[src/rtl/mem_dump_unit.sv]
// Post-halt memory dump engine: on a double-signature match in x30/x31 it freezes
// the core and streams DUMP_WORDS words from DUMP_BASE over a valid/ready port.
module mem_dump_unit #(
   parameter logic [31:0] DUMP_BASE  = 32'h0000_0000,
   parameter int unsigned DUMP_WORDS = 1024,
   parameter logic [31:0] HALT_SIG   = 32'hBEEF_BEEF
) (
   input  logic        clk,
   input  logic        nrst,
   input  logic [31:0] x30_i,
   input  logic [31:0] x31_i,
   output logic        mem_ren,
   output logic [31:0] mem_addr,
   input  logic [31:0] mem_rdata,
   output logic        halt,
   output logic        dump_valid,
   input  logic        dump_ready,
   output logic [31:0] dump_addr,
   output logic [31:0] dump_data,
   output logic        done
);

   typedef enum logic [2:0] {
      S_IDLE,
      S_READ,
      S_WAIT,
      S_SEND,
      S_DONE
   } state_t;

   localparam logic [29:0] LAST_IDX = 30'(DUMP_WORDS - 1);

   state_t      state_q, state_d;
   logic [29:0] idx_q, idx_d;
   logic [31:0] dump_addr_q, dump_addr_d;
   logic [31:0] dump_data_q, dump_data_d;

   logic        sig_match;
   logic        beat_accept;
   logic        last_word;
   logic [31:0] word_addr;

   // Both registers must carry the signature in the same cycle; one alone is ignored.
   assign sig_match   = (x30_i == HALT_SIG) && (x31_i == HALT_SIG);
   assign beat_accept = (state_q == S_SEND) && dump_ready;
   assign last_word   = (idx_q == LAST_IDX);
   assign word_addr   = DUMP_BASE + {idx_q, 2'b00};

   always_ff @(posedge clk) begin
      if (!nrst) begin
         state_q <= S_IDLE;
      end else begin
         state_q <= state_d;
      end
   end

   always_comb begin
      state_d = state_q;
      case (state_q)
         S_IDLE: begin
            if (sig_match) begin
               state_d = S_READ;
            end
         end
         S_READ: state_d = S_WAIT;
         S_WAIT: state_d = S_SEND;
         S_SEND: begin
            if (dump_ready) begin
               state_d = last_word ? S_DONE : S_READ;
            end
         end
         S_DONE: state_d = S_DONE;
         default: state_d = S_IDLE;
      endcase
   end

   always_comb begin
      mem_ren    = (state_q == S_READ);
      mem_addr   = (state_q == S_READ) ? word_addr : 32'h0;
      dump_valid = (state_q == S_SEND);
      done       = (state_q == S_DONE);
      halt       = (state_q != S_IDLE);
      dump_addr  = dump_addr_q;
      dump_data  = dump_data_q;
   end

   always_ff @(posedge clk) begin
      if (!nrst) begin
         idx_q       <= '0;
         dump_addr_q <= '0;
         dump_data_q <= '0;
      end else begin
         idx_q       <= idx_d;
         dump_addr_q <= dump_addr_d;
         dump_data_q <= dump_data_d;
      end
   end

   // The read address is recomputed in WAIT; idx only moves on acceptance, so it matches READ.
   always_comb begin
      idx_d       = idx_q;
      dump_addr_d = dump_addr_q;
      dump_data_d = dump_data_q;
      if ((state_q == S_IDLE) && sig_match) begin
         idx_d = '0;
      end
      if (state_q == S_WAIT) begin
         dump_addr_d = word_addr;
         dump_data_d = mem_rdata;
      end
      if (beat_accept && !last_word) begin
         idx_d = idx_q + 30'd1;
      end
   end

endmodule

[config.mk]
export PLATFORM = sky130hd
export DESIGN_NAME = mem_dump_unit
export DESIGN_NICKNAME = d
export VERILOG_FILES = /design/src/rtl/mem_dump_unit.sv
export SDC_FILE = /design/constraint.sdc
export NUM_CORES = 1
export LEC_CHECK = 0
export ABC_CLOCK_PERIOD_IN_PS = 3320
export CORE_MARGIN = 2
export CORE_UTILIZATION = 43
export CTS_BUF_LIST = sky130_fd_sc_hd__clkbuf_8
export DETAILED_ROUTE_END_ITERATION = 6
export PLACE_DENSITY = 0.88
export SETUP_SLACK_MARGIN = 0.15
export SYNTH_ARGS = -nofsm -noshare
export SYNTH_HDL_FRONTEND = slang
export SYNTH_SLANG_ARGS = --single-unit
[constraint.sdc]
create_clock -name clk -period 3.32 [get_ports clk]
set_clock_uncertainty 0.1 [all_clocks]
set_input_delay 0.498 -clock clk [delete_from_list [all_inputs] [get_ports clk]]
set_output_delay 0.498 -clock clk [all_outputs]
set_load 0.05 [all_outputs]
# Word-level counts from Yosys, hierarchy flattened
# Cells that the tools add are included.
# totals
reg_bits,95
latch_bits,0
ram_bits,0
romBits,0
elab_cells,30
n_memories,0
# classes
addsub,1
multipliers,0
n_div,0
magnitude_cmp,0
eq_ne,9
shift,0
mux,7
bitwise,0
reduce_logical,9
# ops
operator,n
$eq A32 B32 Y1 const B,2
$mux W30,2
$mux W32,1
$add A30 B1 Y30 const B,1
$eq A30 B10 Y1 const B,1
$pmux W3 S5,1
$mux W3,3
$eq A3 B2 Y1 const B,2
$logic_and A1 B1 Y1,4
$eq A3 B1 Y1 const B,1
$eq A3 B3 Y1 const B,1
$logic_not A3 Y1,1
$reduce_bool A3 Y1,1
$ne A2 B1 Y1 const B,1
$ne A2 B2 Y1 const B,1
$reduce_and A2 Y1,1
$reduce_bool A2 Y1,1
$logic_not A1 Y1,1

# Logic depth before layout (Yosys ltp)
# depth
depth_word,5
depth_mapped,9

# Worst setup path after synthesis
# No wires, ideal clock.
# synth_path
kind,reg2out
from,register state_q[0]
to,output port mem_addr[22]
t_arrival_ns,1.736
setup_slack_ns,0.986
path_stages_with_launch,5
n_path_buf,2
cell_sequence,dfxtp_1 -> buf_2 -> and3_1 -> clkbuf_1 -> and2_1
# synth_via
elab_chain_cells,2
# synth_rtl
item,line,source
"start, declared",33,"state_t state_q, state_d;"
"start signal, assigned",53,state_q <= state_d;
$eq A3 B1 Y1,--,
net mem_ren,12,"output logic mem_ren,"
$mux W32,79,mem_addr = (state_q == S_READ) ? word_addr : 32'h0;
"end, declared",13,"output logic [31:0] mem_addr,"
# The timed path passes the listed nets, and every way through them passes these cells.

# Worst setup path after layout
# layout_path
from,register state_q[0]
to,output port mem_addr[25]
# layout_via
elab_chain_cells,2
# layout_rtl
item,line
$eq A3 B1 Y1,79
$mux W32,79
# No other way between the ends.

==> run_results.csv <==
group,metric,value,unit
route,wl,13800,um
setup_path,crit_chain,"and3_1 > buf_4 > and2_1 > clkdlybuf4s50_1",
route,num_vias,4659,
clocking,insertion_delay,0.35,ns
synthesis,ys_ff_latch,95,
cells_and_area,stdcell_count,870,
synthesis,async_flop_share,0,%
clocking,ctsRootBufferMaster,"clkbuf_8",
synthesis,netlist_top_cells_area,"dfxtp_1 43%, nand2_1 12%, a21boi_0 11%",
clocking,clk_pin_slew,0.10,ns
cells_and_area,fin_nets,829,
synthesis,syn_avg_cell_area,8.06,um^2
route,wire_per_inst,15.8,um
synthesis,synthFlopType,"dfxtp_1",
setup_path,path_buf_inv,2,
clocking,cts_tree,"yes",
sta,final_max_slew_viol_count,0,
synthesis,ys_top_cells_by_count,"143 x nand2_1, 95 x dfxtp_1, 63 x a21boi_0, 34 x and2_1, 28 x clkbuf_1",
setup_path,cp_slowest_stage_delay,0.83,ns
synthesis,synthesis.area,4440,um^2
floorplan,die_h,106,um
synthesis,yosysMostFrequentCell,"nand2_1",
synthesis,synth_top_area_share,42.8,%
run_status,violations,"design-rule violations",
synthesis,yosys.area.top_type,"dfxtp_1",
floorplan,dieArea,11200,um^2
synthesis,syn-instance-count,551,
clocking,numCtsBuffers,9,
synthesis,synth_enable_flop_cells,0,
power_and_ir_drop,p_leak,2.59,nW
cells_and_area,syn_to_final_growth,51.5,%
synthesis,synth_cell_types,48,
setup_path,crit_family,"buffers and inverters",
place,portBuffers,194,
clocking,h-tree-depth,3,
job,cap_violations,0,
sta,fin_crit,3.10,ns
floorplan,rows,37,
setup_path,worstSetupPathType,"reg -> out",
setup_path,path_max_fanout,23,
floorplan,io_pins,199,
clocking,cts.sinks,95,
floorplan,die_x,106,um
grt,grt_max_degree,63,
cells_and_area,drive_gt1_share,4.90,%
route,first_pass_iters,7,
power_and_ir_drop,totalPowerFinal,0.00217,W
sta,final_hold_viol_count,0,
worst_hold_path,worstHoldPathType,"reg -> reg",
clocking,cts_setup_buffers,0,
clocking,cts_hold_buffers,0,
synthesis,ys_seq_area_share,42.8,%
run_status,status,"finished, violations left",
route,vias_per_cell,5.36,
route,drt-initial-drc-count,348,
sta,hold_ws,0.366,ns
sta,worstMarginPinSlew,1.12,ns
place,dp_cells,854,
place,placed_cell_area,6450,um^2
synthesis,yosys_warnings,0,
place,hpwlAfterDp,10300,um
clocking,post_cts_resized,0,
sta,slew_headroom,25.5,%
floorplan,initial_core_util,43.6,%
setup_path,crit_path_top_delay_cell,"clkdlybuf4s50_1",
sta,rsz0062_at_grt,"false",
clocking,cts_max_path_buffers,2,
sta,fmax,322,MHz
cells_and_area,design_area,6730,um^2
grt,grt_pass1_wl,21900,um
sta,setup_viol,0,
sta,fin_tns_setup,0,ns
setup_path,startpoint_type,"flip-flop",
grt,track_usage,24.0,%
power_and_ir_drop,ir_worst_vdd,0.268,mV
route,drc_errors,1,
setup_path,endpoint_kind,"output pin",
grt,grt.overflow.total,0,
sta,finalCritPeriodShare,93.5,%
route,ant_nets,0,
power_and_ir_drop,power.density,323,nW/um^2
grt,grt_antenna_before_repair,0,
place,place.gp.congestion,0.915,
cells_and_area,n_antenna_cell,0,
setup_path,reg2reg_slack,0.61,ns
setup_path,arrival,2.51,ns
grt,grt_pass1_vias,4436,
floorplan,coreArea,10200,um^2
setup_path,crit_required,2.72,ns
==> logic make-up (layout without fill, tap and decap cells) <==
kind of cell | after synthesis | count (layout) | share of synthesized area, %
simple gates | 277 | 277 | 30.9
compound gates | 125 | 125 | 19.7
flops | 95 | 95 | 42.8
buf+inv | 44 | 224 | 4.54
xor+xnor | 7 | 7 | 1.38
fa+ha+maj | 1 | 1 | 0.282
other cells | 1 | 4 | 0.0845
mux | 1 | 1 | 0.225
==> sequential cells by signal, indices dropped and copies added, names as in the netlist <==
signal	cells
dump_addr	30
state_q	3
dump_data	32
idx_q	30
==> metal layers <==
layer,routed length [um],share of wire [%],track usage [%],vias to the layer above
li1,-,-,-,2278
met1,5700,41,28.8,2184
met2,6990,51,42.5,171
met3,816,5.9,4.89,26
met4,275,2.0,8.27,0
met5,0,0,0,-
==> cell usage in the layout (no fill, tap or decap), types with 2 or more instances in the layout <==
master,netlist,final
nor3_1,8,7
conb_1,1,4
nor4_1,11,11
inv_1,5,5
nand3_1,13,13
a31oi_1,18,18
a21boi_0,63,63
dlymetal6s2s_1,0,18
nand4bb_1,2,2
nand4_1,14,14
nand2_1,143,143
and3_1,7,7
o21ai_0,14,14
buf_4,4,9
nand4b_1,8,8
or3_1,5,4
clkdlybuf4s50_1,0,175
dfxtp_1,95,95
o22ai_1,3,3
clkbuf_8,0,11
or4_1,2,2
o211ai_1,2,2
clkinvlp_4,0,2
and4_1,3,3
bufinv_16,0,2
a21oi_1,12,12
and2_1,34,34
xor2_1,7,7
a21o_1,3,3
nor2_1,19,19
==> final cells by class <==
cell class | count | area [um^2]
repair buffers | 203 | 2050
clock inverters | 5 | 80.1
clock buffers | 11 | 151
multi-input cells | 415 | 2350
well taps | 136 | 170
inverters | 5 | 18.8
fillers | 798 | 3460
flip-flops and latches | 95 | 1900
==> power breakdown <==
| part | switching [W] | leakage (nW) | internal [W] | total [W] |
|---|---|---|---|---|
| clock network | 0.000405 | 0.112 | 0.000465 | 0.000870 |
| registers | 0.000000000000000000932 | 0.765 | 0.00114 | 0.00114 |
| logic | 0.0000477 | 1.71 | 0.000116 | 0.000164 |
==> worst min-delay path, delay by kind of cell, from the launching register on <==
kind / cells / cell delay (ns)
AO/OA/AOI/OAI: 1 / 0.06
flip-flops: 1 / 0.32
AND/OR/NAND/NOR: 1 / 0.04
==> final timing paths <==
path                                   start      endpoint  cells after the start
worst max register to register      idx_q[1]     idx_q[24]                      7
worst min register to register  dump_addr[2]  dump_addr[2]                      2
worst min-delay path            dump_addr[2]  dump_addr[2]                      2
worst max-delay path              state_q[0]  mem_addr[25]                      4
==> through the flow <==
stage / worst slack [ns] / utilization, %
3_3_place_gp: 0.625 / 63.3
3_5_place_dp: 0.551 / 63.3
6_report: 0.217 / 66.0
2_1_floorplan: 0.986 / -
4_1_cts: 0.243 / 65.6
5_1_grt: 0.0835 / 66.0
Power figures use the tool's default switching activity.
